==> src/rtl/key_debouncer_if.sv <==
// Key debouncer signal bundle: sampling strobe and raw key in, debounced level and
// press/release strobes out.
interface key_debouncer_if;
    logic sample_en;
    logic key_in;
    logic key_out;
    logic press_pulse;
    logic release_pulse;

    modport master (
        output sample_en,
        output key_in,
        input  key_out,
        input  press_pulse,
        input  release_pulse
    );

    modport slave (
        input  sample_en,
        input  key_in,
        output key_out,
        output press_pulse,
        output release_pulse
    );
endinterface

==> src/rtl/key_debouncer.sv <==
// Active-low push-button debouncer: synchronizer plus stable-sample counter filter.
// Define DEBOUNCE_PULSE_EN to drive the registered press/release strobes; otherwise they tie to 0.
module key_debouncer #(
    parameter int unsigned STABLE_SAMPLES = 4,
    parameter int unsigned SYNC_STAGES    = 2
) (
    input  logic           clk,
    input  logic           rst_n,
    key_debouncer_if.slave bus
);

    localparam int unsigned CntW = $clog2(STABLE_SAMPLES + 1);

    logic [SYNC_STAGES-1:0] sync_q;
    logic                   key_sync;
    logic [CntW-1:0]        cnt_q, cnt_d;
    logic                   key_q, key_d;

    assign key_sync = sync_q[SYNC_STAGES-1];

    // Synchronizer runs every clk, independent of the sampling strobe.
    always_ff @(posedge clk) begin
        if (!rst_n) begin
            sync_q <= '1;
        end else begin
            sync_q <= {sync_q[SYNC_STAGES-2:0], bus.key_in};
        end
    end

    always_comb begin
        cnt_d = cnt_q;
        key_d = key_q;
        if (key_sync == key_q) begin
            cnt_d = '0;
        end else if (bus.sample_en) begin
            if (cnt_q == CntW'(STABLE_SAMPLES - 1)) begin
                key_d = key_sync;
                cnt_d = '0;
            end else begin
                cnt_d = cnt_q + CntW'(1);
            end
        end
    end

    always_ff @(posedge clk) begin
        if (!rst_n) begin
            cnt_q <= '0;
            key_q <= 1'b1;
        end else begin
            cnt_q <= cnt_d;
            key_q <= key_d;
        end
    end

    assign bus.key_out = key_q;

`ifdef DEBOUNCE_PULSE_EN
    logic press_q, release_q;

    // Strobes are set on the same edge key_out moves, so they coincide with its first new cycle.
    always_ff @(posedge clk) begin
        if (!rst_n) begin
            press_q   <= 1'b0;
            release_q <= 1'b0;
        end else begin
            press_q   <= key_q & ~key_d;
            release_q <= ~key_q & key_d;
        end
    end

    assign bus.press_pulse   = press_q;
    assign bus.release_pulse = release_q;
`else
    assign bus.press_pulse   = 1'b0;
    assign bus.release_pulse = 1'b0;
`endif

endmodule

==> src/flat_wrapper.sv <==
// flat-port wrapper written by rule: the top's interface ports become plain ports
module key_debouncer_flat 
#(
    parameter int unsigned STABLE_SAMPLES = 4,
    parameter int unsigned SYNC_STAGES    = 2
)
  (clk, rst_n, bus_sample_en, bus_key_in, bus_key_out, bus_press_pulse, bus_release_pulse);
  key_debouncer_if bus_i ();
  input  logic clk;
  input  logic rst_n;
  input wire logic [$bits(bus_i.sample_en)-1:0] bus_sample_en;
  input wire logic [$bits(bus_i.key_in)-1:0] bus_key_in;
  output wire logic [$bits(bus_i.key_out)-1:0] bus_key_out;
  output wire logic [$bits(bus_i.press_pulse)-1:0] bus_press_pulse;
  output wire logic [$bits(bus_i.release_pulse)-1:0] bus_release_pulse;
  assign bus_i.sample_en = bus_sample_en;
  assign bus_i.key_in = bus_key_in;
  assign bus_key_out = bus_i.key_out;
  assign bus_press_pulse = bus_i.press_pulse;
  assign bus_release_pulse = bus_i.release_pulse;
  key_debouncer #(.STABLE_SAMPLES(STABLE_SAMPLES), .SYNC_STAGES(SYNC_STAGES)) u_core (.clk(clk), .rst_n(rst_n), .bus(bus_i));
endmodule
==> config.mk <==
export PLATFORM = sky130hd
export DESIGN_NAME = key_debouncer_flat
export DESIGN_NICKNAME = d
export VERILOG_FILES = /design/src/rtl/key_debouncer_if.sv /design/src/rtl/key_debouncer.sv /design/src/flat_wrapper.sv
export SDC_FILE = /design/constraint.sdc
export NUM_CORES = 1
export LEC_CHECK = 0
export CORE_AREA = 2 2 39 41
export DETAILED_ROUTE_END_ITERATION = 8
export DIE_AREA = 0 0 41 43
export GPL_TIMING_DRIVEN = 0
export HOLD_SLACK_MARGIN = 0.1
export SLEW_MARGIN = 20
export SYNTH_ARGS = -nofsm -noshare
export SYNTH_HDL_FRONTEND = slang
export SYNTH_SLANG_ARGS = --single-unit
==> constraint.sdc <==
create_clock -name clk -period 0.99 [get_ports clk]
set_input_delay 0.099 -clock clk [delete_from_list [all_inputs] [get_ports clk]]
set_output_delay 0.099 -clock clk [all_outputs]
set_load 0.05 [all_outputs]
# == Word-level counts from Yosys, hierarchy flattened ==
# Index checks and enable logic that the tools add are counted.
# Widths: inputs -> output; s select.
# totals
output_inout_bits,3
ff_bits,6
wordCells,11
# classes
n_bitwise,2
n_reduce_logical,2
n_eq_ne,2
muxes,1
addsub,1
# op_table
cell,count
$add 3x1->3 const B,1
$eq 3x2->1 const B,1
$mux 3,1
$reduce_and 3->1,1
$not 1->1,2
$reduce_or 2->1,1
$eq 1x1->1,1

# == Logic depth before layout (Yosys ltp) ==
# Gate-level depths: netlist of the first run.
# depth
word_depth,3
depth_mapped,4
mapped_depth_nobuf,4

# == Worst setup path after synthesis of the first run ==
# OpenSTA, ideal clock, no wires.
# synth_path
kind,reg-to-reg
start,"register u_core.key_q, in the netlist u_core.bus.key_out"
end,register u_core.cnt_q[0]
t_required_ns,0.926
slack_ns,-0.065
n_path_buf,0
stages_incl_launch_ff,4
t_arrival_ns,0.991
setup_ns,0.064
path_cell_list,dfxtp_1 > xor2_1 > nand2_1 > nor2_1
# synth_between
elab_chain_cells,2
# synth_rtl
item,line,rtl
"start, declared",key_debouncer.sv:17,"logic key_q, key_d;"
"start signal, assigned",key_debouncer.sv:51,key_q <= key_d;
$eq 1x1->1,key_debouncer.sv:33,if (key_sync == key_q) begin
$reduce_or 2->1 (no line),-,
"end signal, assigned",key_debouncer.sv:50,cnt_q <= cnt_d;
"end, declared",key_debouncer.sv:16,"logic [CntW-1:0] cnt_q, cnt_d;"
# Every way passes these cells.
# A chain may end at the register's enable or synchronous reset.

# == Worst setup path in the final report of the first run ==
# layout_path
start,"register u_core.key_q, in the netlist u_core.bus.key_out"
end,output port bus_key_out
# layout_rtl
item,line,rtl
"end, declared",flat_wrapper.sv:13,output wire logic [$bits(bus_i.key_out)-1:0] bus_key_out;
# No word-level cell between the ends.

==> results of run 1 <==
cells in the final DEF (no fill, tap or decap):
cell type and n:
sky130_fd_sc_hd__a21oi_1 1, sky130_fd_sc_hd__buf_2 1, sky130_fd_sc_hd__buf_4 2, sky130_fd_sc_hd__clkbuf_4 3, sky130_fd_sc_hd__clkdlybuf4s50_1 3, sky130_fd_sc_hd__conb_1 2, sky130_fd_sc_hd__dfxtp_1 4, sky130_fd_sc_hd__dfxtp_2 2
sky130_fd_sc_hd__ha_2 1, sky130_fd_sc_hd__inv_1 1, sky130_fd_sc_hd__mux2i_1 1, sky130_fd_sc_hd__nand2_1 2, sky130_fd_sc_hd__nand2_2 1, sky130_fd_sc_hd__nand2b_1 3, sky130_fd_sc_hd__nor2_1 3, sky130_fd_sc_hd__nor2b_1 2
sky130_fd_sc_hd__o21ai_2 1, sky130_fd_sc_hd__o311ai_1 1, sky130_fd_sc_hd__xor2_1 1
power groups by stage:
| stage | logic [uW] | registers, uW | clock network, uW |
|---|---|---|---|
| floorplan | 32.4 | 253 | 0 |
| global placement | 48.5 | 253 | 0 |
| detailed placement | 49.1 | 253 | 0 |
| CTS | 49.1 | 249 | 236 |
| global route | 52.4 | 249 | 261 |
| finish | 48.7 | 249 | 222 |
flip-flops by register name, indices dropped and copies added, names as in the netlist:
name	count
u_core.bus.key_out	1
u_core.cnt_q	3
u_core.sync_q	2
cells in the mapped netlist:
cell and n:
sky130_fd_sc_hd__dfxtp_1 6, sky130_fd_sc_hd__nand2b_1 3, sky130_fd_sc_hd__nor2_1 3, sky130_fd_sc_hd__buf_4 2, sky130_fd_sc_hd__nand2_1 2, sky130_fd_sc_hd__nor2b_1 2
sky130_fd_sc_hd__a21oi_1 1, sky130_fd_sc_hd__conb_1 1, sky130_fd_sc_hd__ha_1 1, sky130_fd_sc_hd__inv_1 1, sky130_fd_sc_hd__mux2i_1 1, sky130_fd_sc_hd__nand2_2 1
sky130_fd_sc_hd__o21ai_1 1, sky130_fd_sc_hd__o311ai_1 1, sky130_fd_sc_hd__xor2_1 1
timing repair:
item / 4_1_cts / 5_1_grt
endpoints found under the setup margin: 1 / 1
gates resized for setup: 5 / 3
endpoints found under the hold margin: 0 / 0
cell families after synthesis:
| kind of cell | share of synthesized area |
|---|---|
| xor gates and xnor gates | 0.0352 |
| adders and majority gates | 0.0502 |
| and+or+nand+nor | 0.226 |
| other | 0.0151 |
| buffers and inverters | 0.0753 |
| DFF | 0.482 |
| AOI/OAI and AO/OA | 0.0753 |
| muxes | 0.0402 |
through the flow:
stage | hold slack [ps] | TNS (ps) | util | area [sq um]
after global routing | 408 | -2.63 | 0.245 | 339
after global placement | 389 | -374 | 0.227 | 314
after floorplan | 172 | 0 | - | 254
final | 410 | 0 | 0.245 | 339
after detailed placement | 398 | -426 | 0.227 | 314
after CTS | 404 | 0 | 0.240 | 332
area by class of cell:
| class | instances | area share |
|---|---|---|
| repair buffers | 4 | 0.103 |
| well taps | 16 | 0.0590 |
| flip-flops and latches | 6 | 0.362 |
| multi-input cells | 19 | 0.354 |
| plain buffers | 2 | 0.0443 |
| clock buffers | 3 | 0.0664 |
| inverters | 1 | 0.0111 |
worst paths after layout:
path                                                 startpoint                               to  slack, ps  cells past startpoint
worst max-delay path            u_core.bus.key_out$_SDFFE_PN1P_                      bus_key_out         40                      1
worst min-delay path                u_core.sync_q[0]$_SDFF_PN1_      u_core.sync_q[1]$_SDFF_PN1_        410                      1
worst max register to register     u_core.cnt_q[0]$_SDFFE_PP0P_  u_core.bus.key_out$_SDFFE_PN1P_         70                      4
worst min register to register      u_core.sync_q[0]$_SDFF_PN1_      u_core.sync_q[1]$_SDFF_PN1_        410                      1
per-layer routing:
layer,GRT usage,routed length [microns]
met3,0.0785,37
met4,0.0200,0
met2,0.0719,181
met5,0,0
met1,0.0552,148
==> results.md, run 1 <==
* Cell area after synthesis at 249 sq um
* Internal Pwr Total at 406 uW
* Total overflow reported by the global router at 0
* Final setup slack of the worst path at 37.5 ps
* Clk sinks at 6
* Status: finished clean
* Clock power frac at 0.427
* Post-route total power at 520 uW
* Clock buffer count from CTS at 3
* Number of flip-flops and latches in the synthesized netlist at 6
* Count of nets after finishing at 42
* Startpoint kind of the worst setup timing path: register
* Share of the synthesized area in the top cell type at 0.482
* Type of the worst min-delay path: register to register
* Post-Route Skew at 0.669 ps
* Number of fill cells in the layout at 151
* Half-perimeter wire length after placement at 289 microns
* Worst Path Buf+Inv at 1
* Detail-routed via count per cell at 3.59
* Area contributors post-synth: sky130_fd_sc_hd__dfxtp_1 (48%), sky130_fd_sc_hd__nand2b_1 (7.5%), sky130_fd_sc_hd__buf_4 (6.0%)
* Final worst-path cycle share at 0.962
* Critical path required time at 890 ps
* Final GP Congestion at 0.610
* Insertion delay of the later-clocked pin in the worst-skew pair at 240 ps
* Vias in the first global route at 160
* Sequential cell area at 123 sq um
* Delay-heaviest family, CP: flip-flops
* DRT antenna net count at 0
* Cell-by-cell listing of the critical path: buf_2
* Net load switching power at 114 uW
* Flop pwr share at 0.479
* Critical Path Max Stage Delay at 350 ps
* Post-Place Cells at 48
* Slew Limit Fails at 0
* First-pass GRT wire length at 607 microns
* Buffer type at the clock tree root: sky130_fd_sc_hd__clkbuf_4
* Comb pwr share at 0.094
* Maximum number of pins on one net before global-route repair at 5
* Library cell occupying the most area in the post-synthesis netlist: sky130_fd_sc_hd__dfxtp_1
* Endpoint arrival time on the critical path at 850 ps
* Clock tree from TritonCTS: done
* Pwr/cell area at 1530 nW/um^2
* Clock-pin slew on the worst setup and hold paths at 40 ps
* Post-synthesis average cell area at 9.22 sq um
* Max Cap Viol at 0
* Maximum clock insertion buffer count at 2
* Final hold violation count at 0
* Total area of multi-input combinational cells at 120 sq um
* Starting density of the core at 0.180
* Critical path type: register to output port
* Final cell count without fillers at 51
* Buffers inserted by post-CTS timing repair at 0
* Finish-stage setup viols at 0
* Average routed wire per standard cell at 7.20 microns
* Horiz. Die Dim at 41 microns
* Height of the die at 43 microns
* Overall global routing resource usage at 0.0584
* First-pass iteration count of the detailed router at 2
* Initial antenna violation count at 0
* Worst setup slack before clock tree synthesis at -232 ps
* CTS H-Tree Depth at 1
* Maximum resistive drop on vdd at 0.704 mV
* Share of synthesized area occupied by flip-flops and latches at 0.482
* I/O pin count at 7
* Post-layout min period at 953 ps
* Die outline area at 1760 sq um
* Cells after Synth at 27
* Via total after detailed routing at 183
* Max Clk Rate at 1050 MHz
* DRT iter0 DRCs at 1
* Residual DRC count at 0
* Slowest CP cell: sky130_fd_sc_hd__dfxtp_2
* Yosys warns at 0
* Total leakage power at 0.000139 uW
* Port buffer count at 4
* Core Footprint at 1380 sq um
* Total wire length at 367 microns
* Fraction of final layout cells with drive strength greater than 1 at 0.314
* Count of inserted antenna diode cells at 0
* Kind of end point of the critical path: output port
* Number of rows created at floorplan at 14
* Maximum net fanout on the critical path at 3
* Area grow syn2layout at 36.2%
* Count of hold buffers inserted by post-cts repair at 0
* Net switching share of the total power at 0.219
* Count of different cell masters after synthesis at 15
No activity file was read; power rests on OpenSTA's default activity.
==> run 2: changes to the inputs <==
--- a/config.mk
+++ b/config.mk
@@ -5,7 +5,9 @@
 export SDC_FILE = /design/constraint.sdc
 export NUM_CORES = 1
 export LEC_CHECK = 0
+export CAP_MARGIN = 20
 export CORE_AREA = 2 2 39 41
+export CTS_CLUSTER_SIZE = 10
 export DETAILED_ROUTE_END_ITERATION = 8
 export DIE_AREA = 0 0 41 43
 export GPL_TIMING_DRIVEN = 0
==> results of run 2 <==
The final DEF is identical to that of run 1; final timing and power are the same.
==> run 3: changes to the inputs <==
--- a/config.mk
+++ b/config.mk
@@ -5,6 +5,7 @@
 export SDC_FILE = /design/constraint.sdc
 export NUM_CORES = 1
 export LEC_CHECK = 0
+export ABC_AREA = 1
 export CAP_MARGIN = 20
 export CORE_AREA = 2 2 39 41
 export CTS_CLUSTER_SIZE = 10
==> constraint.sdc (replaced) <==
create_clock -name clk -period 0.97 [get_ports clk]
set_input_delay 0.097 -clock clk [delete_from_list [all_inputs] [get_ports clk]]
set_output_delay 0.097 -clock clk [all_outputs]
set_load 0.05 [all_outputs]
==> run 3 against run 2 <==
Synthesized cell count is 30% higher. Sequential cell count is the same. Global-route usage grew 1.1 points. Count of clock-buffer cells in the layout did not move. Utilization rose by 1.7 points. Critical path type unchanged. Largest cell class unchanged. Sequential power grew 2%.
==> results.md, run 3 <==
* Detail-routed via count per cell at 3.78
* Fraction of final layout cells with drive strength greater than 1 at 0.326
* Cell-by-cell listing of the critical path: buf_2
* Library cell occupying the most area in the post-synthesis netlist: sky130_fd_sc_hd__dfxtp_1
* Height of the die at 43 microns
* Type of the worst min-delay path: input pin to register
* Terminus of the critical flop-to-flop path: u_core.bus.key_out$_SDFFE_PN1P_
* Startpoint of the most critical hold path: bus_key_in
* Share of the synthesized area in the top cell type at 0.453
* I/O pin count at 7
* Max reg flops at 3
* Critical path type: register to output port
* Endpoint arrival time on the critical path at 840 ps
* Worst Path Buf+Inv at 1
* DRT antenna net count at 0
* Register name with the most flops: u_core.cnt_q
* Slowest CP cell: sky130_fd_sc_hd__dfxtp_2
* Residual DRC count at 0
* Count of nets after finishing at 50
* First-pass GRT wire length at 765 microns
* Cell count of the worst reg-to-reg path at 4
* Area grow syn2layout at 36.8%
* Total leakage power at 0.000165 uW
* Final worst-path cycle share at 0.961
* Setup slack of the most critical reg-to-reg path at 100 ps
* Maximum resistive drop on vdd at 0.710 mV
* Vias in the first global route at 206
* Post-synthesis average cell area at 7.58 sq um
* Delay-heaviest family, CP: flip-flops
* Critical path required time at 870 ps
* Status: finished clean
* Clock-pin slew on the worst setup and hold paths at 40 ps
* Post-synth EDFFs at 0
* Startpoint kind of the worst setup timing path: register
* Insertion delay of the later-clocked pin in the worst-skew pair at 240 ps
* Share of synthesized area occupied by flip-flops and latches at 0.453
* Reg2Reg Launch Point: u_core.cnt_q[0]$_SDFFE_PP0P_
* Slew Limit Fails at 0
* Setup TNS at 0 ps
* DRT iter0 DRCs at 1
* Number of flip-flops and latches in the synthesized netlist at 6
* Max Cap Viol at 0
* Final hold violation count at 0
* WHS Endpoint: u_core.sync_q[0]$_SDFF_PN1_
* Most frequent cells after synthesis: sky130_fd_sc_hd__nand2_1 (11), sky130_fd_sc_hd__dfxtp_1 (6), sky130_fd_sc_hd__inv_1 (5), sky130_fd_sc_hd__buf_4 (2)
* Number of fill cells in the layout at 151
* First-pass iteration count of the detailed router at 2
* Final setup slack of the worst path at 37.4 ps
* Yosys warns at 0
* Count of inserted antenna diode cells at 0
* Buffers inserted by post-CTS timing repair at 0
* Horiz. Die Dim at 41 microns
* Most used flip-flop cell after synthesis: sky130_fd_sc_hd__dfxtp_1
* Average routed wire per standard cell at 7.56 microns
* Pwr/cell area at 1460 nW/um^2
* Die outline area at 1760 sq um
* Clk sinks at 6
* Core Footprint at 1380 sq um
* Clock tree from TritonCTS: done
* Maximum net fanout on the critical path at 4
* Final GP Congestion at 0.643
* Maximum clock insertion buffer count at 2
* Post-Place Cells at 56
* Final worst hold slack at 386 ps
* Area contributors post-synth: sky130_fd_sc_hd__dfxtp_1 (45%), sky130_fd_sc_hd__nand2_1 (16%), sky130_fd_sc_hd__inv_1 (7.1%)
* Starting density of the core at 0.192
* Kind of end point of the critical path: output port
* CTS H-Tree Depth at 1
* Worst setup slack before clock tree synthesis at -253 ps
* Overall global routing resource usage at 0.0693
* Most common library cell in the layout ignoring fill and taps: sky130_fd_sc_hd__nand2_1
* Finish-stage setup viols at 0
* Total overflow reported by the global router at 0
* Post-layout min period at 933 ps
* Critical Path Max Stage Delay at 330 ps
* Half-perimeter wire length after placement at 326 microns
* Port buffer count at 4
* Count of different cell masters after synthesis at 15
* Max Clk Rate at 1070 MHz
* Number of rows created at floorplan at 14
* Async SR Flop Fraction at 0
* Maximum number of pins on one net before global-route repair at 5
* Final cell count without fillers at 59
* Clock buffer count from CTS at 3
* Buffer type at the clock tree root: sky130_fd_sc_hd__clkbuf_4
* Count of hold buffers inserted by post-cts repair at 0
* Initial antenna violation count at 0
* Cell area after synthesis at 265 sq um
* Leading cell types in the layout, fill and taps excluded: sky130_fd_sc_hd__nand2_1 (11), sky130_fd_sc_hd__inv_1 (5)
* Most used standard cell by instance count after synthesis: sky130_fd_sc_hd__nand2_1
* Total wire length at 446 microns
* Placed instance area at 330 sq um
* Via total after detailed routing at 223
* Worst hold path stage count at 3
* Post-Route Skew at 3.05 ps
* Layout Cell Area excl Fill at 363 sq um
* Cells after Synth at 35
## run 3: changes by cell type after synthesis, sizes merged
| cell | previous run | this run |
|---|---|---|
| o311ai | 1 | 0 |
| nor2 | 3 | 2 |
| xor2 | 1 | 0 |
| nand4 | 0 | 1 |
| nand2 | 3 | 11 |
| nand3 | 0 | 2 |
| mux2i | 1 | 0 |
| inv | 1 | 6 |
| nor2b | 2 | 0 |
| nand2b | 3 | 0 |
| a21oi | 1 | 2 |
## run 3: per-stage QoR
step / total power (uW) / utilization
floorplan: 293 / -
global placement: 311 / 0.239
detailed placement: 312 / 0.239
CTS: 537 / 0.251
global route: 554 / 0.262
finish: 528 / 0.262
## run 3: power breakdown
group | switching (uW) | internal [uW]
Clock | 80.5 | 139
Sequential | 2.64 | 253
Combinational | 31.9 | 21.5
Total | 115 | 413
## run 3: worst max-delay path by stage
stage	startpoint	end	slack, ps	depth (start not counted)
final	u_core.bus.key_out$_SDFFE_PN1P_	bus_key_out	40	1
after global placement	u_core.bus.key_out$_SDFFE_PN1P_	bus_key_out	-250	1
after detailed placement	u_core.bus.key_out$_SDFFE_PN1P_	bus_key_out	-250	1
after global routing	u_core.cnt_q[0]$_SDFFE_PP0P_	u_core.bus.key_out$_SDFFE_PN1P_	-2	4
after floorplan	u_core.cnt_q[0]$_SDFFE_PP0P_	u_core.bus.key_out$_SDFFE_PN1P_	90	4
after CTS	u_core.bus.key_out$_SDFFE_PN1P_	bus_key_out	20	1
## run 3: routing by layer
layer,vias up,share of wire,GRT usage
met3,2,0.049,0.0314
met1,94,0.41,0.0806
li1,122,-,-
met5,-,0,0
met4,0,0.031,0.0800
met2,5,0.51,0.0813
## run 3: cells by family after synthesis
family,share of synthesized area
AOI/OAI and AO/OA,0.0707
adders and majority gates,0.0472
buffers and inverters,0.141
DFF,0.453
other,0.0141
and+or+nand+nor,0.274
## run 3: repair_timing
item,4_1_cts,5_1_grt
gates resized for setup,5,4
endpoints found under the setup margin,1,1
hold endpoints to repair,0,0
## run 3: final cells by class
cell class                 instances  area, sq um  share of cell area
clock buffer                       3         22.5              0.0621
sequential                         6          124               0.341
tap                               16         20.0              0.0552
buffer                             2         15.0              0.0414
multi-input combinational         22          124               0.341
timing repair buffer               4         35.0              0.0966
inverter                           6         22.5              0.0621
